--- src/rtl/mem_ctrl_byte.sv ---
// Word-to-byte memory controller: turns one 32-bit read or masked write into
// four byte accesses on a synchronous byte-wide RAM, then pulses done.
module mem_ctrl_byte #(
    parameter int MEM_ADDR_W = 17
) (
    input  logic                  i_clk,
    input  logic                  i_rst,
    input  logic [1:0]            i_rw_flag,
    input  logic [31:0]           i_addr,
    output logic [31:0]           o_read_data,
    input  logic [31:0]           i_write_data,
    input  logic [3:0]            i_write_mask,
    output logic                  o_busy,
    output logic                  o_done,
    output logic [MEM_ADDR_W-1:0] o_mem_addr,
    output logic [7:0]            o_mem_dout,
    output logic                  o_mem_we,
    input  logic [7:0]            i_mem_din
);

    typedef enum logic [1:0] {
        ST_IDLE  = 2'd0,
        ST_READ  = 2'd1,
        ST_WRITE = 2'd2,
        ST_DONE  = 2'd3
    } state_t;

    state_t                r_state, w_state;
    logic [2:0]            r_cnt, w_cnt;
    logic [MEM_ADDR_W-1:0] r_addr, w_addr;
    logic [31:0]           r_wdata, w_wdata;
    logic [3:0]            r_wmask, w_wmask;
    logic [31:0]           r_read_data, w_read_data;
    logic                  r_busy, w_busy;
    logic                  r_done, w_done;
    logic [MEM_ADDR_W-1:0] r_mem_addr, w_mem_addr;
    logic [7:0]            r_mem_dout, w_mem_dout;
    logic                  r_mem_we, w_mem_we;
    logic [1:0]            w_nxt_idx;
    logic [MEM_ADDR_W-1:0] w_nxt_addr;

    function automatic logic [7:0] byte_of(input logic [31:0] word, input logic [1:0] idx);
        logic [7:0] b;
        case (idx)
            2'd0:    b = word[7:0];
            2'd1:    b = word[15:8];
            2'd2:    b = word[23:16];
            2'd3:    b = word[31:24];
            default: b = 8'h00;
        endcase
        return b;
    endfunction

    // Byte index for the access issued at the coming edge; address wraps naturally
    assign w_nxt_idx  = r_cnt[1:0] + 2'd1;
    assign w_nxt_addr = r_addr + MEM_ADDR_W'(w_nxt_idx);

    // Next-state and next-output logic
    always_comb begin
        w_state     = r_state;
        w_cnt       = r_cnt;
        w_addr      = r_addr;
        w_wdata     = r_wdata;
        w_wmask     = r_wmask;
        w_read_data = r_read_data;
        w_busy      = r_busy;
        w_done      = 1'b0;
        w_mem_addr  = r_mem_addr;
        w_mem_dout  = r_mem_dout;
        w_mem_we    = 1'b0;
        case (r_state)
            ST_IDLE: begin
                if ((i_rw_flag == 2'd1) || (i_rw_flag == 2'd2)) begin
                    w_addr     = i_addr[MEM_ADDR_W-1:0];
                    w_wdata    = i_write_data;
                    w_wmask    = i_write_mask;
                    w_cnt      = 3'd0;
                    w_busy     = 1'b1;
                    w_mem_addr = i_addr[MEM_ADDR_W-1:0];
                    if (i_rw_flag == 2'd1) begin
                        w_state = ST_READ;
                    end else begin
                        w_state    = ST_WRITE;
                        w_mem_dout = i_write_data[7:0];
                        w_mem_we   = i_write_mask[0];
                    end
                end else begin
                    w_state = ST_IDLE;
                end
            end
            ST_READ: begin
                // RAM data lags its address by one edge, so capture trails issue by one count
                w_cnt = r_cnt + 3'd1;
                case (r_cnt)
                    3'd0: w_mem_addr = w_nxt_addr;
                    3'd1: begin
                        w_mem_addr        = w_nxt_addr;
                        w_read_data[7:0]  = i_mem_din;
                    end
                    3'd2: begin
                        w_mem_addr        = w_nxt_addr;
                        w_read_data[15:8] = i_mem_din;
                    end
                    3'd3: w_read_data[23:16] = i_mem_din;
                    3'd4: begin
                        w_read_data[31:24] = i_mem_din;
                        w_state            = ST_DONE;
                        w_busy             = 1'b0;
                        w_done             = 1'b1;
                    end
                    default: begin
                        w_state = ST_IDLE;
                        w_busy  = 1'b0;
                    end
                endcase
            end
            ST_WRITE: begin
                w_cnt = r_cnt + 3'd1;
                if (r_cnt < 3'd3) begin
                    w_mem_addr = w_nxt_addr;
                    w_mem_dout = byte_of(r_wdata, w_nxt_idx);
                    w_mem_we   = r_wmask[w_nxt_idx];
                end else begin
                    w_state = ST_DONE;
                    w_busy  = 1'b0;
                    w_done  = 1'b1;
                end
            end
            ST_DONE: begin
                w_state = ST_IDLE;
                w_busy  = 1'b0;
            end
            default: begin
                w_state = ST_IDLE;
                w_busy  = 1'b0;
            end
        endcase
    end

    // State and output registers
    always_ff @(posedge i_clk or posedge i_rst) begin
        if (i_rst) begin
            r_state     <= ST_IDLE;
            r_cnt       <= 3'd0;
            r_addr      <= '0;
            r_wdata     <= 32'h0000_0000;
            r_wmask     <= 4'h0;
            r_read_data <= 32'h0000_0000;
            r_busy      <= 1'b0;
            r_done      <= 1'b0;
            r_mem_addr  <= '0;
            r_mem_dout  <= 8'h00;
            r_mem_we    <= 1'b0;
        end else begin
            r_state     <= w_state;
            r_cnt       <= w_cnt;
            r_addr      <= w_addr;
            r_wdata     <= w_wdata;
            r_wmask     <= w_wmask;
            r_read_data <= w_read_data;
            r_busy      <= w_busy;
            r_done      <= w_done;
            r_mem_addr  <= w_mem_addr;
            r_mem_dout  <= w_mem_dout;
            r_mem_we    <= w_mem_we;
        end
    end

    assign o_read_data = r_read_data;
    assign o_busy      = r_busy;
    assign o_done      = r_done;
    assign o_mem_addr  = r_mem_addr;
    assign o_mem_dout  = r_mem_dout;
    assign o_mem_we    = r_mem_we;

endmodule
--- config.mk ---
export PLATFORM = sky130hd
export DESIGN_NAME = mem_ctrl_byte
export DESIGN_NICKNAME = d
export VERILOG_FILES = /design/src/rtl/mem_ctrl_byte.sv
export SDC_FILE = /design/constraint.sdc
export NUM_CORES = 1
export LEC_CHECK = 0
export CAP_MARGIN = 25
export CORE_MARGIN = 8
export CORE_UTILIZATION = 49
export CTS_CLUSTER_SIZE = 28
export DETAILED_ROUTE_END_ITERATION = 12
export PLACE_DENSITY = 0.83
export SYNTH_ARGS = -nofsm -noshare
export SYNTH_HDL_FRONTEND = slang
export SYNTH_SLANG_ARGS = --single-unit
--- constraint.sdc ---
create_clock -name i_clk -period 5.35 [get_ports i_clk]
set_clock_uncertainty 0.2 [all_clocks]
set_input_delay 1.605 -clock i_clk [delete_from_list [all_inputs] [get_ports i_clk]]
set_output_delay 1.605 -clock i_clk [all_outputs]
set_load 0.01 [all_outputs]
==> results.ini <==
[cells_and_area]
antenna_cells = 0
nets = 651
drive_gt1_share_pct = 22.7
num-fill-cells = 801
final_core_util_pct = 67.5
syn_to_final_growth_pct = 34.8

[global_route]
grt_usage_pct = 18.5
grt_pass1_wl_um = 20900
gr-total-overflow = 0
grt_pass1_vias = 4046
grt_max_degree = 71
antenna_found_initial = 0

[synth]
yosysUniqueCellTypes = 47
ys_seq_elements = 118
ys_seq_area_share_pct = 54.4
netlist_area_mm2 = 0.00543
yosysWarnings = 0
synthTopCellsByArea = dfrtp_1 (54%), mux2_2 (18%), ha_1 (3.5%), mux2i_1 (3.1%), nand2_1 (2.6%)
synth_top_area_share_pct = 54.4
syn_nets = 523
syn_avg_cell_area_um2 = 12.7
synth_ff_type = dfrtp_1
async_flop_share_pct = 100
synth_edf_count = 0
synth_common_cells = dfrtp_1 (118), mux2_2 (85), nand2_1 (37)
yosysTopAreaCell = dfrtp_1
synth_most_common_cell = dfrtp_1
netlist_instances = 427

[power]
power_density_mw_per_mm2 = 666
irDropWorstVdd_v = 0.000362
p_leak_uw = 0.00308

[clock_tree]
clock_latency_ns = 0.52
postCtsSetupBuffers = 0
root_buffer = clkbuf_8
clk_pin_slew_worst_paths_ns = 0.05
cts_tree = yes
cts_sinks = 118
cts_resized = 0
cts_hold_buf = 0
clk_path_buf_depth = 2
numCtsBuffers = 17
cts_max_level = 4

[drt]
postRouteWirelength_um = 13100
vias_per_cell = 5.38
wl_per_cell_um = 18.5
vias = 3810
ant_nets = 0
drc = 0
drt_iter0_markers = 248
dr.pass1.iters = 5

[die]
ios = 140
die_h_um = 121
fp-row-count = 38
core-area_mm2 = 0.0108
initial_core_util_pct = 50.1
die-area_mm2 = 0.0147
fp.dieW_um = 121

[critical_path]
cp_data_required_time_ns = 5.58
arrival_ns = 4.14
timing.reg2reg.setup_slack_ns = 2.42
rr_worst_depth = 7
path_class = input pin to register
start_kind = input pin
cp-startpoint = i_rw_flag[0]
critPathCaptureType = register
worst-path-max-fanout = 35
r2r-start = r_cnt[0]
r2r_end = o_mem_addr[15]

[placement]
finalWeightedCongestion = 0.816
portBuffers = 124
hpwl_um = 9160

[timing]
relSlewSlack_pct = 42.9
setup_tns_ns = 0
grt_setup_unrepaired = false
final_hold_viol_count = 0
worst_slew_pin_slew_ns = 0.857
period_share_pct = 73.1
hold_ws_ns = 0.288
finalSetupViolCount = 0
max_freq_ghz = 0.256
period_minus_slack_ns = 3.91
slew_violations = 0

[status]
status = finished, final reports clean

[run]
drv_cap = 0

[worst_hold_path]
holdCritStartpoint = o_mem_addr[9]
hold_class = register to register
hold_path_end = o_mem_addr[9]
hold_depth = 2

[power by group]
part / switching [µW] / leakage [µW] / internal [µW]
Combinational: 1000 / 0.00142 / 1150
Clock: 382 / 0.000268 / 668
Sequential: 303 / 0.00140 / 1360
Total: 1690 / 0.00308 / 3190
[flip-flops by register name, indices dropped and copies added, names as in the netlist]
register,cells
o_busy,1
o_done,1
o_mem_we,1
o_read_data,32
o_mem_addr,17
r_cnt,3
r_addr,17
r_wmask,4
r_wdata,32
o_mem_dout,8
r_state,2
[per-stage QoR]
step	area (µm²)	total power, µW	std cells	setup slack [ns]
global route	7320	5170	708	1.27
finish	7320	4870	708	1.44
floorplan	5430	3010	427	0.416
global placement	6770	3730	676	0.977
CTS	7320	4920	708	1.41
detailed placement	6770	3830	676	0.882
[cell usage in the layout, fill, tap and decap left out, types with 2 or more instances in the layout]
master           count
nand3b_1             3
clkbuf_1             4
nand2_1             37
clkbuf_16           16
clkbuf_8             2
nand3_1              6
buf_4                2
a21o_1               3
inv_1               10
clkdlybuf4s50_1    124
bufinv_16            2
mux2i_1             17
a222oi_1             8
o21ai_0             23
clkinvlp_4           2
and3_1               2
nor2_1              15
a21oi_1             16
ha_1                15
o211ai_1             3
clkinv_2             6
xor2_1               6
mux2_2              85
xnor2_1              9
nand4_1              6
dfrtp_1            118
and4_1               2
[worst max-delay path, cell delays in order]
cell	delay (ns)
clkdlybuf4s50_1	0.51
inv_1	0.06
ha_1	0.35
a21o_2	0.28
nand3b_2	0.62
or2_1	0.49
o211ai_1	0.22
[logic make-up after synthesis]
kind of cell / share of synthesized area, %
simple gates: 7.56
flops: 54.4
xor+xnor: 2.42
compound gates: 7.58
fa+ha+maj: 3.83
buf+inv: 3.04
mux: 21.2
[worst max path at each step]
stage	slack, ns	endpoint
after floorplan	0.42	o_busy
after global placement	0.98	o_mem_addr[14]
after detailed placement	0.88	o_mem_addr[14]
after CTS	1.41	o_mem_addr[15]
after global routing	1.27	o_mem_addr[14]
final	1.44	o_mem_addr[15]
[layer usage]
layer	vias up	global-route usage (%)	routed length, µm
met5	-	0	0
met4	0	5.78	112
met3	10	6.38	908
met2	118	30.9	6610
met1	1902	21.9	5490
li1	1780	-	-
[cell type report]
type	count	area [µm²]	area share, %
clock inverter	10	105	1.44
multi-input combinational	279	2320	31.7
sequential	118	2950	40.3
clock buffer	22	443	6.05
inverter	12	47.5	0.650
timing repair buffer	127	1280	17.4
tap	140	175	2.39
(Power assumes the default switching activity.)
